## src/rtl/ofmap_readout_ctrl_pkg.sv

```systemverilog
// Shared types for the ofmap readout controller: FSM state encoding and
// index-width helper used to size the lane and latency counters.
package ofmap_pkg;

    typedef enum logic [2:0] {
        IDLE,
        WAIT_SW,
        SWITCH,
        WAIT_START,
        READ,
        LAT,
        SHIFT,
        DONE
    } state_t;

    // clog2 that never returns zero, so single-entry counters stay 1 bit wide
    function automatic int unsigned idx_width(input int unsigned n);
        return (n > 1) ? $clog2(n) : 1;
    endfunction

endpackage

```

## src/rtl/ofmap_readout_ctrl_if.sv

```systemverilog
// Bus between the readout controller and its environment: config, bank-switch
// handshake with the main FSM, double-buffer read port and ofmap stream.
interface ofmap_readout_ctrl_if #(
    parameter int unsigned DATA_W    = 16,
    parameter int unsigned NUM_LANES = 4,
    parameter int unsigned ADDR_W    = 8,
    parameter int unsigned CNT_W     = 8
);
    logic                          cfg_en;
    logic [ADDR_W:0]               cfg_num_words;
    logic                          ready_to_switch;
    logic                          start_new_read_bank;
    logic                          read_bank_ready_to_switch;
    logic                          switch;
    logic                          ren;
    logic [ADDR_W-1:0]             raddr;
    logic [NUM_LANES*DATA_W-1:0]   rdata;
    logic [DATA_W-1:0]             ofmap_data;
    logic                          ofmap_valid;
    logic                          ofmap_ready;
    logic                          one_read_bank_done;
    logic [CNT_W-1:0]              bank_count;

    modport master (
        input  cfg_en, cfg_num_words, ready_to_switch, start_new_read_bank,
               rdata, ofmap_ready,
        output read_bank_ready_to_switch, switch, ren, raddr, ofmap_data,
               ofmap_valid, one_read_bank_done, bank_count
    );

    modport slave (
        output cfg_en, cfg_num_words, ready_to_switch, start_new_read_bank,
               rdata, ofmap_ready,
        input  read_bank_ready_to_switch, switch, ren, raddr, ofmap_data,
               ofmap_valid, one_read_bank_done, bank_count
    );
endinterface

```

## src/rtl/ofmap_readout_ctrl_piso.sv

```systemverilog
// Parallel-in serial-out lane register: loads one read word and presents its
// lanes LSB-first, one per advance.
module ofmap_piso
    import ofmap_pkg::*;
#(
    parameter int unsigned DATA_W    = 16,
    parameter int unsigned NUM_LANES = 4
) (
    input  logic                        clk,
    input  logic                        rst_n,
    input  logic                        i_load,
    input  logic [NUM_LANES*DATA_W-1:0] i_word,
    input  logic                        i_advance,
    output logic [DATA_W-1:0]           o_data,
    output logic                        o_last_lane
);
    localparam int unsigned         LANE_W    = idx_width(NUM_LANES);
    localparam logic [LANE_W-1:0]   LAST_LANE = LANE_W'(NUM_LANES - 1);
    localparam logic [LANE_W-1:0]   LANE_ONE  = LANE_W'(1);

    logic [NUM_LANES*DATA_W-1:0] r_shift;
    logic [LANE_W-1:0]           r_lane_cnt;

    always_ff @(posedge clk or negedge rst_n) begin
        if (!rst_n) begin
            r_shift    <= '0;
            r_lane_cnt <= '0;
        end else if (i_load) begin
            r_shift    <= i_word;
            r_lane_cnt <= '0;
        end else if (i_advance) begin
            r_shift    <= r_shift >> DATA_W;
            r_lane_cnt <= r_lane_cnt + LANE_ONE;
        end
    end

    assign o_data      = r_shift[DATA_W-1:0];
    assign o_last_lane = (r_lane_cnt == LAST_LANE);
endmodule

```

## src/rtl/ofmap_readout_ctrl.sv

```systemverilog
// Ofmap readout controller: switches the double-buffer read bank, reads each
// word and streams its lanes to the consumer with valid/ready backpressure.
module ofmap_readout_ctrl
    import ofmap_pkg::*;
#(
    parameter int unsigned DATA_W    = 16,
    parameter int unsigned NUM_LANES = 4,
    parameter int unsigned ADDR_W    = 8,
    parameter int unsigned RD_LAT    = 1,
    parameter int unsigned CNT_W     = 8
) (
    input logic                 clk,
    input logic                 rst_n,
    ofmap_readout_ctrl_if.master bus
);
    localparam int unsigned        LAT_W    = idx_width(RD_LAT);
    localparam logic [LAT_W-1:0]   LAT_INIT = LAT_W'(RD_LAT - 1);
    localparam logic [LAT_W-1:0]   LAT_ONE  = LAT_W'(1);
    localparam logic [ADDR_W:0]    WORD_ONE = (ADDR_W + 1)'(1);
    localparam logic [CNT_W-1:0]   CNT_ONE  = CNT_W'(1);

    state_t              r_state;
    state_t              w_next;
    logic [ADDR_W:0]     r_num_words;
    logic [ADDR_W:0]     r_word_cnt;
    logic [LAT_W-1:0]    r_lat_cnt;
    logic [CNT_W-1:0]    r_bank_count;

    logic                w_advance;
    logic                w_load;
    logic                w_lat_zero;
    logic                w_last_lane;
    logic                w_last_word;
    logic                w_empty_bank;
    logic [DATA_W-1:0]   w_piso_data;

    assign w_lat_zero   = (r_lat_cnt == '0);
    assign w_load       = (r_state == LAT) && w_lat_zero;
    assign w_advance    = (r_state == SHIFT) && bus.ofmap_ready;
    assign w_last_word  = (r_word_cnt == r_num_words - WORD_ONE);
    assign w_empty_bank = (r_num_words == '0);

    ofmap_piso #(
        .DATA_W    (DATA_W),
        .NUM_LANES (NUM_LANES)
    ) u_piso (
        .clk         (clk),
        .rst_n       (rst_n),
        .i_load      (w_load),
        .i_word      (bus.rdata),
        .i_advance   (w_advance),
        .o_data      (w_piso_data),
        .o_last_lane (w_last_lane)
    );

    always_ff @(posedge clk or negedge rst_n) begin
        if (!rst_n) begin
            r_state <= IDLE;
        end else begin
            r_state <= w_next;
        end
    end

    always_comb begin
        w_next = r_state;
        unique case (r_state)
            IDLE:       if (bus.cfg_en) w_next = WAIT_SW;
            WAIT_SW:    if (bus.ready_to_switch) w_next = SWITCH;
            SWITCH, WAIT_START: begin
                if (bus.start_new_read_bank) begin
                    w_next = w_empty_bank ? DONE : READ;
                end else begin
                    w_next = WAIT_START;
                end
            end
            READ:       w_next = LAT;
            LAT:        if (w_lat_zero) w_next = SHIFT;
            SHIFT: begin
                if (w_advance && w_last_lane) begin
                    w_next = w_last_word ? DONE : READ;
                end
            end
            DONE:       w_next = WAIT_SW;
            default:    w_next = IDLE;
        endcase
    end

    always_ff @(posedge clk or negedge rst_n) begin
        if (!rst_n) begin
            r_num_words  <= '0;
            r_word_cnt   <= '0;
            r_lat_cnt    <= '0;
            r_bank_count <= '0;
        end else begin
            if (r_state == IDLE && bus.cfg_en) begin
                r_num_words <= bus.cfg_num_words;
            end
            if (r_state == SWITCH) begin
                r_word_cnt <= '0;
            end else if (w_advance && w_last_lane && !w_last_word) begin
                r_word_cnt <= r_word_cnt + WORD_ONE;
            end
            if (r_state == READ) begin
                r_lat_cnt <= LAT_INIT;
            end else if (r_state == LAT && !w_lat_zero) begin
                r_lat_cnt <= r_lat_cnt - LAT_ONE;
            end
            if (r_state == DONE) begin
                r_bank_count <= r_bank_count + CNT_ONE;
            end
        end
    end

    always_comb begin
        bus.read_bank_ready_to_switch = (r_state == WAIT_SW);
        bus.switch                    = (r_state == SWITCH);
        bus.ren                       = (r_state == READ);
        bus.raddr                     = '0;
        bus.ofmap_valid               = (r_state == SHIFT);
        bus.ofmap_data                = '0;
        bus.one_read_bank_done        = (r_state == DONE);
        bus.bank_count                = r_bank_count;
        if (r_state == READ) begin
            bus.raddr = r_word_cnt[ADDR_W-1:0];
        end
        // Data is forced low outside SHIFT so nothing stale leaks between words
        if (r_state == SHIFT) begin
            bus.ofmap_data = w_piso_data;
        end
    end
endmodule

```

## src/flat_wrapper.sv

```systemverilog
// flat-port wrapper written by rule: the top's interface ports become plain ports
module ofmap_readout_ctrl_flat import ofmap_pkg::*;
#(
    parameter int unsigned DATA_W    = 16,
    parameter int unsigned NUM_LANES = 4,
    parameter int unsigned ADDR_W    = 8,
    parameter int unsigned RD_LAT    = 1,
    parameter int unsigned CNT_W     = 8
)
  (clk, rst_n, bus_cfg_en, bus_cfg_num_words, bus_ready_to_switch, bus_start_new_read_bank, bus_rdata, bus_ofmap_ready, bus_read_bank_ready_to_switch, bus_switch, bus_ren, bus_raddr, bus_ofmap_data, bus_ofmap_valid, bus_one_read_bank_done, bus_bank_count);
  ofmap_readout_ctrl_if #(.DATA_W(DATA_W), .NUM_LANES(NUM_LANES), .ADDR_W(ADDR_W), .CNT_W(CNT_W)) bus_i ();
  input logic clk;
  input logic rst_n;
  input wire logic [$bits(bus_i.cfg_en)-1:0] bus_cfg_en;
  input wire logic [$bits(bus_i.cfg_num_words)-1:0] bus_cfg_num_words;
  input wire logic [$bits(bus_i.ready_to_switch)-1:0] bus_ready_to_switch;
  input wire logic [$bits(bus_i.start_new_read_bank)-1:0] bus_start_new_read_bank;
  input wire logic [$bits(bus_i.rdata)-1:0] bus_rdata;
  input wire logic [$bits(bus_i.ofmap_ready)-1:0] bus_ofmap_ready;
  output wire logic [$bits(bus_i.read_bank_ready_to_switch)-1:0] bus_read_bank_ready_to_switch;
  output wire logic [$bits(bus_i.switch)-1:0] bus_switch;
  output wire logic [$bits(bus_i.ren)-1:0] bus_ren;
  output wire logic [$bits(bus_i.raddr)-1:0] bus_raddr;
  output wire logic [$bits(bus_i.ofmap_data)-1:0] bus_ofmap_data;
  output wire logic [$bits(bus_i.ofmap_valid)-1:0] bus_ofmap_valid;
  output wire logic [$bits(bus_i.one_read_bank_done)-1:0] bus_one_read_bank_done;
  output wire logic [$bits(bus_i.bank_count)-1:0] bus_bank_count;
  assign bus_i.cfg_en = bus_cfg_en;
  assign bus_i.cfg_num_words = bus_cfg_num_words;
  assign bus_i.ready_to_switch = bus_ready_to_switch;
  assign bus_i.start_new_read_bank = bus_start_new_read_bank;
  assign bus_i.rdata = bus_rdata;
  assign bus_i.ofmap_ready = bus_ofmap_ready;
  assign bus_read_bank_ready_to_switch = bus_i.read_bank_ready_to_switch;
  assign bus_switch = bus_i.switch;
  assign bus_ren = bus_i.ren;
  assign bus_raddr = bus_i.raddr;
  assign bus_ofmap_data = bus_i.ofmap_data;
  assign bus_ofmap_valid = bus_i.ofmap_valid;
  assign bus_one_read_bank_done = bus_i.one_read_bank_done;
  assign bus_bank_count = bus_i.bank_count;
  ofmap_readout_ctrl #(.DATA_W(DATA_W), .NUM_LANES(NUM_LANES), .ADDR_W(ADDR_W), .RD_LAT(RD_LAT), .CNT_W(CNT_W)) u_core (.clk(clk), .rst_n(rst_n), .bus(bus_i));
endmodule
```

## config.mk

```make
export PLATFORM = sky130hd
export DESIGN_NAME = ofmap_readout_ctrl_flat
export DESIGN_NICKNAME = d
export VERILOG_FILES = /design/src/rtl/ofmap_readout_ctrl_pkg.sv /design/src/rtl/ofmap_readout_ctrl_if.sv /design/src/rtl/ofmap_readout_ctrl_piso.sv /design/src/rtl/ofmap_readout_ctrl.sv /design/src/flat_wrapper.sv
export SDC_FILE = /design/constraint.sdc
export NUM_CORES = 1
export LEC_CHECK = 0
export ABC_AREA = 1
export CAP_MARGIN = 20
export CORE_ASPECT_RATIO = 1.4
export CORE_UTILIZATION = 30
export DETAILED_ROUTE_END_ITERATION = 6
export PLACE_DENSITY = 0.55
export SLEW_MARGIN = 15
export SYNTH_ARGS = -nofsm -noshare
export SYNTH_HDL_FRONTEND = slang
export SYNTH_HIERARCHICAL = 1
export SYNTH_SLANG_ARGS = --single-unit
```

## constraint.sdc

```tcl
create_clock -name clk -period 3.5 [get_ports clk]
set_input_delay 0.525 -clock clk [delete_from_list [all_inputs] [get_ports clk]]
set_output_delay 0.525 -clock clk [all_outputs]
set_load 0.05 [all_outputs]
```

==> impl_metrics.py, run 1 <==
metrics = {
    "floorplanning": {
        "pin_count": 116,
        "initial_core_util_pct": 30.8,
        "die_area_um2": 17700,
        "die_h_um": 157,
        "fp.dieW_um": 113,
        "core_area_um2": 16700,
        "rows": 56,
    },
    "timing": {
        "timing.final.ws_setup_ns": 0.677,
        "fmax_ghz": 0.354,
        "fin_crit_sh_pct": 80.7,
        "finalWorstPathRequiredPeriod_ns": 2.82,
        "slew_violations": 0,
        "skew_ns": 0.00740,
        "setup_viol": 0,
        "tightest_slew_ns": 0.842,
        "slew_headroom_pct": 43.8,
        "grt_setup_unrepaired": "no",
        "tns_ns": 0,
        "hold_violations": 0,
    },
    "critical_path": {
        "cpPeakStageDelay_ns": 0.82,
        "cp.required_ns": 2.97,
        "crit_family": "buffers and inverters",
        "start_kind": "flip-flop",
        "critical_path.most_common_cell": "inv_2",
        "cp.arrival_ns": 2.30,
        "cp_max_fo": 18,
        "end_kind": "output port",
        "crit_path_top_delay_cell": "clkdlybuf4s50_1",
        "crit_chain": "inv_2, nor3_4, inv_2, nor2_1, clkdlybuf4s50_1",
        "critPathBufInv": 3,
        "path_class": "reg -> out",
    },
    "clocking": {
        "cts_buffer_depth": 2,
        "root_buffer": "clkbuf_16",
        "cts_max_level": 3,
        "cts.sink_count": 96,
        "cts_resized": 0,
        "numCtsBuffers": 9,
        "clk_pin_slew_worst_paths_ns": 0.07,
        "cts_hold_buffers": 0,
        "cts_setup_buffers": 0,
        "clk_latency_ns": 0.35,
        "tritoncts": "built",
    },
    "yosys": {
        "synth_cell_types": 33,
        "synth_fp_nets": 736,
        "yosys_warnings": 6,
        "synth_cells": 653,
        "syn_area_um2": 5150,
        "yosys_register_bits": 96,
        "ys_seq_area_share_pct": 46.6,
        "synth_area_per_cell_um2": 7.89,
    },
    "placed_design": {
        "gp_congestion": 0.781,
        "post-dp-hpwl_um": 9250,
        "place_ws_ns": 1.02,
        "port_buffers": 115,
    },
    "pwr": {
        "ir_worst_vdd_v": 0.000212,
        "p_per_area_nw_per_um2": 751,
        "p_leak_nw": 3.11,
    },
    "detailed_routing": {
        "drt-initial-drc-count": 274,
        "routed_wl_um": 13100,
        "first_pass_iters": 4,
        "drc": 0,
        "wl_per_cell_um": 13.7,
        "detail-route-antenna-nets": 0,
        "vias_per_cell": 4.61,
        "vias": 4380,
    },
    "finish": {
        "final_common_cell": "nand2_1",
        "final_nets": 826,
        "mostFrequentLayoutCells": "197 x nand2_1, 117 x nand3_1, 114 x clkdlybuf4s50_1",
        "diodes": 0,
        "drive_above_1_share_pct": 8.16,
        "syn_to_final_growth_pct": 28.8,
    },
    "grt": {
        "grt_pass1_vias": 4201,
        "grtUsageTotal_pct": 15.2,
        "antenna_found_initial": 0,
        "grt_overflow": 0,
        "grt_max_degree": 77,
        "grt_pass1_wl_um": 21100,
    },
    "run": {
        "drv_cap": 0,
    },
    "worst_hold_path": {
        "hp-class": "in -> async",
    },
    "outcome": {
        "status": "finished clean",
    },
}
==> synthesized netlist by cell type <==
master | instances | area [um2]
clkinv_1 | 1 | 3.75
nand4_2 | 1 | 12.5
dfrtp_1 | 96 | 2400
a21oi_1 | 11 | 55.1
clkbuf_1 | 4 | 15.0
nor2_1 | 57 | 214
inv_2 | 11 | 41.3
buf_1 | 1 | 3.75
nand2_1 | 197 | 739
ha_1 | 4 | 50.1
nor4_1 | 1 | 6.26
nor3_1 | 3 | 15.0
buf_2 | 9 | 45.0
o32ai_1 | 1 | 8.76
mux2_2 | 3 | 33.8
nor2_2 | 1 | 6.26
inv_1 | 49 | 184
xor2_1 | 15 | 131
nand2_4 | 1 | 11.3
a22oi_1 | 1 | 7.51
clkbuf_8 | 1 | 13.8
buf_6 | 5 | 56.3
xnor2_2 | 1 | 16.3
nand3_1 | 117 | 586
nand2_2 | 5 | 31.3
nand3_2 | 3 | 30.0
o21ai_1 | 4 | 20.0
nor2_4 | 4 | 45.0
nor3_4 | 4 | 65.1
buf_4 | 24 | 180
xnor2_1 | 5 | 43.8
o21ai_0 | 3 | 15.0
nand4_1 | 10 | 62.6
==> kinds of logic after synthesis <==
| logic type | after synthesis | share of synthesized area (%) |
|---|---|---|
| and+or+nand+nor | 404 | 35.4 |
| buffers and inverters | 105 | 10.5 |
| DFF | 96 | 46.6 |
| xor gates and xnor gates | 21 | 3.72 |
| AOI/OAI and AO/OA | 20 | 2.06 |
| adders and majority gates | 4 | 0.972 |
| muxes | 3 | 0.656 |
==> layout make-up <==
type	instances	area, um2
well taps	203	254
clock inverters	7	72.6
fillers	1738	10100
flip-flops and latches	96	2400
repair buffers	123	1230
multi-input cells	452	2220
clock buffers	9	225
inverters	61	229
==> power by group <==
part           switching, mW  internal (mW)  total [mW]
clock                  0.482          0.505       0.987
combinational           1.41          0.722        2.13
sequential             0.304           1.56        1.87
total                   2.19           2.79        4.98
==> routing by layer <==
layer,part of all wire (%),track usage (%),wire [um]
met4,1.7,5.21,217
met2,50,25.6,6470
met5,0,0,0
met3,3.4,2.39,448
met1,45,19.8,5920
==> final timing paths <==
path,from,endpoint,slack (ns),cells after the start
worst max-delay path,u_core/r_state[2]$_DFFE_PN0P_,bus_ofmap_data[14],0.68,5
worst min-delay path,rst_n,u_core/bus.bank_count[7]$_DFFE_PN0P_,0.06,1
worst max register to register,u_core/r_state[0]$_DFFE_PN0P_,u_core/u_piso/r_shift[4]$_DFFE_PN0P_,1.34,6
worst min register to register,u_core/u_piso/r_shift[52]$_DFFE_PN0P_,u_core/u_piso/r_shift[52]$_DFFE_PN0P_,0.47,2
max in group asynchronous,rst_n,u_core/r_num_words[5]$_DFFE_PN0P_,2.62,3
min in group clk,u_core/u_piso/r_shift[52]$_DFFE_PN0P_,u_core/u_piso/r_shift[52]$_DFFE_PN0P_,0.47,2
==> worst reg2reg max path, cell delays in order (launching register included) <==
cell,delay [ns]
dfrtp_1,0.48
nand3_1,0.21
nor2_4,0.04
buf_4,0.23
inv_2,0.66
nand3_1,0.31
nand3_1,0.18
==> per-stage QoR <==
step                hold slack, ns  std cells  area, um2  total power [mW]  util, %
floorplan                    0.229        653       5150              3.61        -
global placement             0.455        934       6310              4.02     37.7
detailed placement           0.459        934       6310              4.05     37.7
CTS                          0.378        950       6610              5.06     39.4
global route                0.0672        951       6630              5.40     39.6
finish                      0.0611        951       6630              4.98     39.6
==> flip-flops by register name, indices dropped and copies added, names as in the netlist <==
name,count
u_core/r_word_cnt,9
u_core/r_num_words,9
u_core/u_piso/r_shift,64
u_core/r_lat_cnt,1
u_core/r_state,3
u_core/u_piso/r_lane_cnt,2
u_core/bus.bank_count,8
No activity file was read; power rests on OpenSTA's default activity.
==> run 2: changes to the inputs <==
- PLACE_DENSITY: 0.55 -> 0.57
- clock period: 3.5 -> 2.5 ns (I/O delays scaled with it)
==> impl_metrics.py, run 2 (synthesis results as in run 1) <==
metrics = {
    "outcome": {
        "status": "finished clean",
    },
    "critical_path": {
        "cp_max_fo": 7,
        "rr_startpoint": "u_core/r_num_words[0]$_DFFE_PN0P_",
        "cp.arrival_ns": 2.05,
        "cp.required_ns": 2.12,
        "rr_worst_depth": 12,
        "path_class": "reg -> out",
        "end_kind": "output port",
        "rr_endpoint": "u_core/r_word_cnt[8]$_DFFE_PN0P_",
        "r2r_slack_ns": 0.46,
        "start_kind": "flip-flop",
    },
    "finish": {
        "final_common_cell": "nand2_1",
        "final_core_util_pct": 39.7,
        "mostFrequentLayoutCells": "197 x nand2_1, 117 x nand3_1, 96 x dfrtp_1",
        "instances_no_fill": 952,
        "largest_reg_flops": 64,
        "final_area_um2": 6640,
        "top_regs": "u_core/u_piso/r_shift: 64 flops, u_core/r_num_words: 9 flops, u_core/r_word_cnt: 9 flops",
        "drive_above_1_share_pct": 11.5,
        "final_nets": 828,
        "syn_to_final_growth_pct": 28.9,
        "diodes": 0,
        "largest-register": "u_core/u_piso/r_shift",
        "n_fill_cell": 1735,
    },
    "timing": {
        "grt_setup_unrepaired": "no",
        "fmax_ghz": 0.413,
        "skew_ns": 0.00922,
        "slew_violations": 0,
        "finalWorstPathRequiredPeriod_ns": 2.42,
        "fin_hold_ws_ns": 0.413,
        "fin_crit_sh_pct": 97.0,
        "slew_headroom_pct": 45.7,
        "timing.final.ws_setup_ns": 0.0760,
        "tightest_slew_ns": 0.813,
        "setup_viol": 0,
        "tns_ns": 0,
        "hold_violations": 0,
    },
    "detailed_routing": {
        "wl_per_cell_um": 13.6,
        "first_pass_iters": 4,
        "dr_wl_met3_um": 417,
        "wl_met1_um": 5770,
        "detail-route-antenna-nets": 0,
        "drt-initial-drc-count": 274,
        "drc": 0,
        "routed_wl_um": 12900,
        "highest_layer": "met4",
        "vias": 4345,
        "dr_wl_met2_um": 6550,
        "vias_per_cell": 4.56,
    },
    "worst_hold_path": {
        "hp-class": "in -> async",
    },
    "placed_design": {
        "placed_cells": 936,
        "post-dp-hpwl_um": 9330,
        "place_area_um2": 6280,
        "place_ws_ns": 0.367,
        "port_buffers": 115,
        "gp_congestion": 0.792,
    },
    "clocking": {
        "numCtsBuffers": 9,
        "root_buffer": "clkbuf_16",
        "cts_buffer_depth": 2,
        "clk_latency_ns": 0.35,
        "cts_max_level": 3,
        "cts.sink_count": 96,
        "tritoncts": "built",
        "clk_pin_slew_worst_paths_ns": 0.07,
        "cts_setup_buffers": 0,
    },
    "pwr": {
        "p_total_mw": 7.21,
        "p_leak_nw": 3.20,
        "ir_worst_vdd_v": 0.000369,
        "p_per_area_nw_per_um2": 1090,
    },
    "floorplanning": {
        "core_area_um2": 16700,
        "die_h_um": 157,
        "die_area_um2": 17700,
        "initial_core_util_pct": 30.8,
        "rows": 56,
        "fp.dieW_um": 113,
        "pin_count": 116,
    },
    "grt": {
        "grt_overflow": 0,
        "grt_pass1_wl_um": 20800,
        "grt_pass1_vias": 4204,
        "grtUsageTotal_pct": 15.2,
        "antenna_found_initial": 0,
        "grt_max_degree": 51,
    },
    "run": {
        "drv_cap": 0,
    },
}
run 2: worst max-delay path by stage:
stage / depth (start not counted) / from / endpoint
floorplan: 5 / u_core/r_state[0]$_DFFE_PN0P_ / bus_raddr[0]
global placement: 7 / bus_ofmap_ready / u_core/u_piso/r_shift[7]$_DFFE_PN0P_
detailed placement: 7 / bus_ofmap_ready / u_core/u_piso/r_shift[17]$_DFFE_PN0P_
CTS: 3 / u_core/r_state[0]$_DFFE_PN0P_ / bus_read_bank_ready_to_switch
global route: 3 / u_core/r_state[2]$_DFFE_PN0P_ / bus_ofmap_valid
finish: 2 / u_core/r_state[0]$_DFFE_PN0P_ / bus_ofmap_valid
run 2: timing repair:
action | CTS | global route
hold buffers | 1 | 0
hold endpoints to repair | 10 | 0
endpoints found under the setup margin | 0 | 1
resized for setup | 0 | 1
run 2: routing by layer:
layer / vias up / track usage [%]
met4: 0 / 4.95
met5: - / 0
met3: 13 / 3.20
met1: 2002 / 18.6
li1: 2244 / -
met2: 86 / 26.3
run 2: critical path, cell delays in order, from the launching register on:
cell and delay, ns:
dfrtp_1 0.49, nor3_4 0.34, clkdlybuf4s50_1 0.86
run 2: where the power goes:
| part | internal [mW] | leakage, nW | switching, mW |
|---|---|---|---|
| Sequential | 2.19 | 1.21 | 0.435 |
| Combinational | 1.03 | 1.83 | 1.96 |
| Clock | 0.999 | 0.161 | 0.602 |
| Total | 4.22 | 3.20 | 2.99 |
run 2: cell type report:
type / instances / area [um2] / area share [%]
repair buffers: 125 / 1190 / 17.9
clock buffers: 10 / 239 / 3.60
well taps: 203 / 254 / 3.82
inverters: 61 / 229 / 3.45
flip-flops and latches: 96 / 2400 / 36.2
clock inverters: 5 / 105 / 1.58
multi-input cells: 452 / 2220 / 33.4
==> run 3: changes to the inputs <==
- MAX_ROUTING_LAYER: not set -> met4
==> impl_metrics.py, run 3 (synthesis results as in run 1) <==
metrics = {
    "outcome": {
        "status": "finished clean",
    },
    "clocking": {
        "cts_setup_buffers": 0,
        "cts.sink_count": 96,
        "cts_buffer_depth": 2,
        "clk_latency_ns": 0.35,
        "tritoncts": "built",
        "clk_pin_slew_worst_paths_ns": 0.07,
        "root_buffer": "clkbuf_16",
        "cts_max_level": 3,
        "numCtsBuffers": 9,
    },
    "placed_design": {
        "port_buffers": 115,
        "post-dp-hpwl_um": 9330,
        "place_area_um2": 6280,
        "gp_congestion": 0.804,
    },
    "detailed_routing": {
        "vias_per_cell": 4.59,
        "routed_wl_um": 12900,
        "detail-route-antenna-nets": 0,
        "drt-initial-drc-count": 288,
        "wl_per_cell_um": 13.6,
        "drc": 0,
        "vias": 4365,
        "first_pass_iters": 4,
    },
    "floorplanning": {
        "core_area_um2": 16700,
        "die_area_um2": 17700,
        "initial_core_util_pct": 30.8,
        "fp.dieW_um": 113,
        "rows": 56,
        "die_h_um": 157,
        "pin_count": 116,
    },
    "timing": {
        "setup_viol": 0,
        "slew_headroom_pct": 46.2,
        "slew_violations": 0,
        "finalWorstPathRequiredPeriod_ns": 2.42,
        "fmax_ghz": 0.412,
        "grt_setup_unrepaired": "no",
        "tightest_slew_ns": 0.806,
        "fin_crit_sh_pct": 97.0,
        "hold_violations": 0,
        "skew_ns": 0.00955,
    },
    "finish": {
        "diodes": 0,
        "regArea_um2": 2400,
        "largest_reg_flops": 64,
        "mostFrequentLayoutCells": "197 x nand2_1, 117 x nand3_1, 96 x dfrtp_1",
        "n_fill_cell": 1735,
        "top_regs": "u_core/u_piso/r_shift: 64 flops, u_core/r_num_words: 9 flops, u_core/r_word_cnt: 9 flops",
        "multiInputGateArea_um2": 2220,
        "largest-register": "u_core/u_piso/r_shift",
        "drive_above_1_share_pct": 11.5,
        "syn_to_final_growth_pct": 28.9,
        "final_nets": 828,
        "final_common_cell": "nand2_1",
        "final_area_um2": 6640,
    },
    "critical_path": {
        "path_class": "reg -> out",
        "crit_family": "buffers and inverters",
        "cp_max_fo": 7,
        "cp.required_ns": 2.12,
        "start_kind": "flip-flop",
        "crit_path_top_delay_cell": "clkdlybuf4s50_1",
        "cpPeakStageDelay_ns": 0.86,
        "crit_chain": "nor3_4, clkdlybuf4s50_1",
        "end_kind": "output port",
        "rr_worst_depth": 12,
        "critPathBufInv": 1,
        "cp.depth": 2,
        "cp.arrival_ns": 2.05,
    },
    "grt": {
        "grt_overflow": 0,
        "grtUsageTotal_pct": 15.6,
        "grt_pass1_wl_um": 20800,
        "grt_pass1_vias": 4191,
        "grt_max_degree": 51,
        "antenna_found_initial": 0,
    },
    "pwr": {
        "p_comb_share_pct": 41.5,
        "pwr-share-clk_pct": 22.2,
        "power_frac_seq_pct": 36.4,
        "p_sw_share_pct": 41.5,
        "internal_power_mw": 4.22,
        "p_total_mw": 7.22,
        "p_per_area_nw_per_um2": 1090,
        "ir_worst_vdd_v": 0.000371,
        "p_leak_nw": 3.20,
        "switching_power_mw": 3.00,
    },
    "run": {
        "drv_cap": 0,
    },
    "worst_hold_path": {
        "hp-class": "in -> async",
    },
}
## run 3: worst register-to-register path, stage by stage (launching register included)
cell and delay (ns):
dfrtp_1 0.40, inv_2 0.09, ha_1 0.22, nand3_1 0.18, nor2_1 0.18, nand2_1 0.09, nand2_1 0.07, nand2_1 0.04
nand2_1 0.10, nand3_2 0.25, nand2_4 0.21, nand3_1 0.09, nand2_1 0.07
## run 3: power by group through the flow
stage / logic [mW] / registers, mW / clock network (mW)
2_1_floorplan: 2.42 / 2.64 / 0
3_3_place_gp: 2.99 / 2.64 / 0
3_5_place_dp: 3.03 / 2.65 / 0
4_1_cts: 3.05 / 2.63 / 1.64
5_1_grt: 3.36 / 2.70 / 1.70
6_report: 2.99 / 2.62 / 1.60
## run 3: timing repair
item	in CTS	in global routing
hold buffers	1	0
endpoints found under the hold margin	10	0
gates resized for setup	0	1
endpoints found under the setup margin	0	1
## run 3: final timing paths
kind	slack, ns	start	endpoint
setup / recovery	0.08	u_core/r_state[0]$_DFFE_PN0P_	bus_ofmap_valid
hold / removal	0.42	rst_n	u_core/u_piso/r_shift[13]$_DFFE_PN0P_
setup reg to reg	0.47	u_core/r_num_words[0]$_DFFE_PN0P_	u_core/r_word_cnt[8]$_DFFE_PN0P_
hold reg to reg	0.47	u_core/u_piso/r_shift[55]$_DFFE_PN0P_	u_core/u_piso/r_shift[55]$_DFFE_PN0P_
max in group asynchronous	1.32	rst_n	u_core/bus.bank_count[6]$_DFFE_PN0P_
min in group clk	0.47	u_core/u_piso/r_shift[55]$_DFFE_PN0P_	u_core/u_piso/r_shift[55]$_DFFE_PN0P_
## run 3: final cells by class
class,count,area share [%]
clock buffers,10,3.60
well taps,203,3.82
inverters,61,3.45
multi-input cells,452,33.4
flip-flops and latches,96,36.2
clock inverters,5,1.58
repair buffers,125,17.9
## run 3: per-stage QoR
stage	setup slack (ns)	util (%)	cells	setup TNS [ns]	hold WS [ns]
6_report	0.0751	39.7	952	0	0.415
5_1_grt	0.00925	39.7	952	0	0.429
3_5_place_dp	0.367	37.5	936	0	0.234
4_1_cts	0.0455	39.6	952	0	0.423
3_3_place_gp	0.383	37.5	936	0	0.234
2_1_floorplan	-0.195	-	653	-1.56	0.0794
## run 3: metal layers
layer,vias up,part of all wire [%],global-route usage (%),wire length (um)
li1,2244,-,-,-
met1,2023,45,18.8,5820
met2,84,51,26.3,6550
met3,14,2.9,2.66,378
met4,0,1.4,5.33,187
met5,-,0,-,0
